==> config.mk <==
export PLATFORM = sky130hd
export DESIGN_NAME = io_pattern_gen_flat
export DESIGN_NICKNAME = d
export VERILOG_FILES = /design/src/rtl/io_pattern_gen_if.sv /design/src/rtl/io_pattern_gen.sv /design/src/flat_wrapper.sv
export SDC_FILE = /design/constraint.sdc
export NUM_CORES = 1
export LEC_CHECK = 0
export CELL_PAD_IN_SITES_DETAIL_PLACEMENT = 0
export CELL_PAD_IN_SITES_GLOBAL_PLACEMENT = 2
export CORE_ASPECT_RATIO = 1.25
export CORE_UTILIZATION = 30
export DETAILED_ROUTE_END_ITERATION = 16
export DONT_BUFFER_PORTS = 1
export PLACE_DENSITY_LB_ADDON = 0.1
export SKIP_CTS_REPAIR_TIMING = 1
export SLEW_MARGIN = 20
export SYNTH_ARGS = -nofsm -noshare
export SYNTH_HDL_FRONTEND = slang
export SYNTH_SLANG_ARGS = --single-unit
==> constraint.sdc <==
create_clock -name clk -period 4.84 [get_ports clk]
set_clock_uncertainty 0.15 [all_clocks]
set_input_delay 0.726 -clock clk [delete_from_list [all_inputs] [get_ports clk]]
set_output_delay 0.726 -clock clk [all_outputs]
set_load 0.01 [all_outputs]
==> src/rtl/io_pattern_gen_if.sv <==
// IO-ring bundle between the FABulous IO_1_bidirectional cells and the
// io_pattern_gen bring-up design.
//   io_in  : pad values from the IO cells (cell O)
//   io_out : values driven to the IO cells (cell I)
//   io_oeb : per-pin output enable, active-low (cell T); 1 = input
// master : pad/cell side (drives io_in, observes io_out/io_oeb)
// slave  : design side (reads io_in, drives io_out/io_oeb)
interface io_pattern_gen_if;
  logic [30:0] io_in;
  logic [30:0] io_out;
  logic [30:0] io_oeb;

  modport master (output io_in, input io_out, input io_oeb);
  modport slave (input io_in, output io_out, output io_oeb);
endinterface

==> src/rtl/io_pattern_gen.sv <==
// Bring-up pattern generator for the FABulous fabric test wrapper.
// Pin-selected modes exercise the IO ring and fabric clocking:
//   mode 0 counter, 1 walking one, 2 LFSR (taps 27,5,2,1), 3 loopback.
// Pin map: io[30:29] mode (in), io[28] run (in), io[27] status (out),
//          io[26:0] pattern bus (io[26:14] become inputs in loopback).
// Ports:
//   clk : fabric global clock
//   rst : asynchronous, active-high reset
//   io  : io_pattern_gen_if.slave (io_in, io_out, io_oeb)
// Parameter DIV: pattern advances once every DIV run-high cycles (DIV >= 1).
// Optional macro IO_PATTERN_PARITY_EN: io_out[27] = XOR of the pattern;
// otherwise io_out[27] is tied to 0.
module io_pattern_gen #(
  parameter int unsigned DIV = 16
) (
  input logic             clk,
  input logic             rst,
  io_pattern_gen_if.slave io
);

  localparam int unsigned PrescW = (DIV > 1) ? $clog2(DIV) : 1;
  localparam logic [PrescW-1:0] PrescMax = PrescW'(DIV - 1);

  typedef enum logic [1:0] {
    ModeCount = 2'd0,
    ModeWalk  = 2'd1,
    ModeLfsr  = 2'd2,
    ModeLoop  = 2'd3
  } mode_e;

  logic [1:0]        m1_q, m2_q;
  logic              r1_q, r2_q;
  logic [12:0]       lb1_q;
  mode_e             active_mode_q, active_mode_d;
  logic [26:0]       pat_q, pat_d;
  logic [PrescW-1:0] presc_q, presc_d;
  logic              tick;
  logic              lfsr_fb;

  logic unused_in;
  assign unused_in = ^{io.io_in[27], io.io_in[13:0]};

  assign tick    = r2_q && (presc_q == PrescMax);
  assign lfsr_fb = pat_q[26] ^ pat_q[4] ^ pat_q[1] ^ pat_q[0];

  always_comb begin
    active_mode_d = active_mode_q;
    pat_d         = pat_q;
    presc_d       = presc_q;
    if (mode_e'(m2_q) != active_mode_q) begin
      // Mode change wins over a same-edge tick: reseed and restart the interval.
      active_mode_d = mode_e'(m2_q);
      presc_d       = '0;
      case (mode_e'(m2_q))
        ModeWalk, ModeLfsr: pat_d = 27'd1;
        default:            pat_d = '0;
      endcase
    end else begin
      if (!r2_q || tick) begin
        presc_d = '0;
      end else begin
        presc_d = presc_q + PrescW'(1);
      end
      unique case (active_mode_q)
        ModeCount: if (tick) pat_d = pat_q + 27'd1;
        ModeWalk:  if (tick) pat_d = {pat_q[25:0], pat_q[26]};
        ModeLfsr:  if (tick) pat_d = {pat_q[25:0], lfsr_fb};
        ModeLoop:  pat_d = {14'd0, lb1_q};
      endcase
    end
  end

  always_ff @(posedge clk or posedge rst) begin
    if (rst) begin
      m1_q          <= '0;
      m2_q          <= '0;
      r1_q          <= 1'b0;
      r2_q          <= 1'b0;
      lb1_q         <= '0;
      active_mode_q <= ModeCount;
      pat_q         <= '0;
      presc_q       <= '0;
    end else begin
      m1_q          <= io.io_in[30:29];
      m2_q          <= m1_q;
      r1_q          <= io.io_in[28];
      r2_q          <= r1_q;
      lb1_q         <= io.io_in[26:14];
      active_mode_q <= active_mode_d;
      pat_q         <= pat_d;
      presc_q       <= presc_d;
    end
  end

  assign io.io_out[30:28] = 3'b000;
`ifdef IO_PATTERN_PARITY_EN
  assign io.io_out[27]    = ^pat_q;
`else
  assign io.io_out[27]    = 1'b0;
`endif
  assign io.io_out[26:0]  = pat_q;

  assign io.io_oeb[30:28] = 3'b111;
  assign io.io_oeb[27]    = 1'b0;
  // Loopback turns the upper pattern pins around into inputs.
  assign io.io_oeb[26:14] = (active_mode_q == ModeLoop) ? 13'h1fff : 13'h0000;
  assign io.io_oeb[13:0]  = 14'h0000;

endmodule

==> src/flat_wrapper.sv <==
// flat-port wrapper written by rule: the top's interface ports become plain ports
module io_pattern_gen_flat 
#(
  parameter int unsigned DIV = 16
)
  (clk, rst, io_io_in, io_io_out, io_io_oeb);
  io_pattern_gen_if io_i ();
  input logic clk;
  input logic rst;
  input wire logic [$bits(io_i.io_in)-1:0] io_io_in;
  output wire logic [$bits(io_i.io_out)-1:0] io_io_out;
  output wire logic [$bits(io_i.io_oeb)-1:0] io_io_oeb;
  assign io_i.io_in = io_io_in;
  assign io_io_out = io_i.io_out;
  assign io_io_oeb = io_i.io_oeb;
  io_pattern_gen #(.DIV(DIV)) u_core (.clk(clk), .rst(rst), .io(io_i));
endmodule
==> impl_metrics.env <==
export IMPL_drt_iter0_drc=86
export IMPL_power_density_nw_per_um2=330
export IMPL_grt_antenna_before_repair=0
export IMPL_drt_wl_total_um=8600
export IMPL_io_pins=95
export IMPL_io_buffer_count=0
export IMPL_areaGrowthSynthToFinish_pct=4.22
export IMPL_wire_per_inst_um=19.2
export IMPL_postLayoutCoreUtil_pct=32.1
export IMPL_synth_area_sq_um=3110
export IMPL_track_usage_pct=16.9
export IMPL_cp_data_arrival_time_ns=3.14
export IMPL_drive_gt1_share_pct=7.55
export IMPL_clock_path_buffers=2
export IMPL_slew_violations=0
export IMPL_dpl_instance_area_sq_um=3030
export IMPL_crit_type="reg2reg"
export IMPL_firstDrtPassIters=5
export IMPL_grt_start_max_net_pins=53
export IMPL_nets=352
export IMPL_fmax_mhz=327
export IMPL_min_path_type="reg2reg"
export IMPL_core_area_sq_um=10100
export IMPL_cts_sinks=52
export IMPL_async_reset_ff_share_pct=100
export IMPL_start_util_pct=30.8
export IMPL_synth_cell_types=62
export IMPL_vias=2369
export IMPL_cts_root_buf="clkbuf_16"
export IMPL_place_gp_congestion=0.740
export IMPL_ant_nets=0
export IMPL_setup_tns_ns=0
export IMPL_hpwl_um=5780
export IMPL_start_kind="flip-flop"
export IMPL_holdWs_ns=0.201
export IMPL_crit_path_max_fanout=22
export IMPL_cts_inserted_buffers=5
export IMPL_seq_area_frac_synth_pct=41.8
export IMPL_n_fill_cell=1051
export IMPL_ir_worst_vdd_mv=0.124
export IMPL_period_needed_ns=3.05
export IMPL_rsz0062_at_grt="false"
export IMPL_antenna_cells=0
export IMPL_synth_edff_count=0
export IMPL_cts_max_level=2
export IMPL_grt_ovfl_total=0
export IMPL_synth_cells=341
export IMPL_leakagePower_uw=0.00130
export IMPL_ys_warn_count=0
export IMPL_ys_ff_latch=52
export IMPL_die_y_um=116
export IMPL_setup_viol=0
export IMPL_cts_reportedPaths_clkPinSlew_ns=0.07
export IMPL_grt_pass1_wl_um=13700
export IMPL_hold_viol=0
export IMPL_chipWidth_um=93.1
export IMPL_clkLatencyLatePin_ns=0.29
export IMPL_num_rows=41
export IMPL_fin_crit_sh_pct=63.1
export IMPL_crit_path_end_kind="flip-flop"
export IMPL_tightest_slew_ns=1.06
export IMPL_max_slew_margin_pct=29.1
export IMPL_required_ns=4.92
export IMPL_grt_pass1_vias=2368
export IMPL_maxCapViolCount=0
export IMPL_drcViolationCount=0
export IMPL_die_area_sq_um=10800
export IMPL_final_cell_area_sq_um=3240
export IMPL_synth_flop_cell="dfrtp_1"
export IMPL_cts_tree="yes"
export IMPL_outcome="complete, no violations"
export IMPL_vias_per_cell=5.30
export IMPL_avgSynthCellArea_sq_um=9.13
## logic make-up after synthesis
| group | share of synthesized area, % |
|---|---|
| buf+inv | 13.2 |
| flops | 41.8 |
| compound gates | 19.6 |
| simple gates | 18.7 |
| mux | 2.93 |
| xor+xnor | 2.69 |
| fa+ha+maj | 0.804 |
| other cells | 0.241 |
## layout by cell type (no fill, tap or decap), drive strengths merged, types with 4 or more instances in the layout
cell / instances
a211oi: 4
a21oi: 17
a31oi: 7
and3: 6
buf: 4
clkbuf: 5
conb: 22
dfrtp: 52
inv: 15
mux2i: 8
nand2: 23
nand3: 17
nand4: 11
nor2: 20
nor3: 10
o211ai: 6
o21ai: 24
o311ai: 4
o31ai: 7
## synthesized netlist by cell type, types with 3 or more instances
master,count,area share [%]
a211oi_1,4,0.96
a21oi_1,17,2.7
a221oi_1,3,0.84
a31oi_1,7,1.4
and3_1,6,1.2
buf_2,6,0.96
buf_4,34,8.2
clkbuf_1,12,1.4
dfrtp_1,52,42
inv_1,15,1.8
mux2i_1,8,2.6
nand2_1,23,2.8
nand3_1,16,2.6
nand4_1,9,1.8
nor2_1,20,2.4
nor3_1,10,1.6
o211ai_1,6,1.4
o21ai_0,24,3.9
o22ai_1,3,0.60
o311ai_1,3,0.84
o31ai_1,7,1.7
or4_1,3,0.72
## sequential cells by signal, summed over array words and instances (netlist names)
name and count:
u_core.r1_q 1, u_core.m1_q 2, u_core.m2_q 2, u_core.lb1_q 13
u_core.presc_q 4, u_core.r2_q 1, u_core.active_mode_q 2, u_core.pat_q 27
## where the power goes
group          total, uW  leakage (uW)  internal (uW)  switching, uW
registers            470      0.000674            447           22.7
logic               84.2      0.000523           25.2           59.0
clock network        516      0.000104            349            168
total               1070       0.00130            821            249
## stage by stage
step	setup WS, ns	power [uW]	instances
4_1_cts	1.66	1090	447
3_3_place_gp	1.70	566	439
2_1_floorplan	2.62	562	361
3_5_place_dp	1.68	566	439
5_1_grt	1.49	1120	447
6_report	1.79	1070	447
## worst paths after layout
kind / startpoint / end / slack, ns / cells past startpoint
min in group asynchronous: rst / u_core.pat_q[20] / 0.35 / 2
setup / recovery: u_core.active_mode_q[0] / u_core.pat_q[8] / 1.79 / 7
max in group asynchronous: rst / u_core.active_mode_q[0] / 3.72 / 2
setup reg to reg: u_core.active_mode_q[0] / u_core.pat_q[8] / 1.79 / 7
hold / removal: u_core.m1_q[1] / u_core.m2_q[1] / 0.20 / 0
hold reg to reg: u_core.m1_q[1] / u_core.m2_q[1] / 0.20 / 0
## worst max-delay path, cell delays in order, from the launching register on
cell and delay, ns:
dfrtp_1 0.87, nand2_1 0.41, clkinv_1 0.11, buf_4 0.40, o211ai_1 0.41, a221oi_1 0.40
o21ai_0 0.15, nand3_1 0.10
## area by class of cell
cell class                 instances  area [sq um]  area share (%)
timing repair buffer               4          30.0           0.926
tap                              129           161            4.97
sequential                        52          1300            40.1
inverter                          16          60.1            1.85
multi-input combinational        238          1480            45.5
clock inverter                     3          90.1            2.78
clock buffer                       5           125            3.86
## routing by layer
metal / GRT usage (%) / vias up / wire (um)
li1: - / 1145 / -
met1: 20.7 / 1157 / 3660
met2: 29.3 / 60 / 4410
met3: 3.81 / 7 / 423
met4: 5.64 / 0 / 104
met5: 0 / - / 0
No activity file was read; power rests on OpenSTA's default activity.
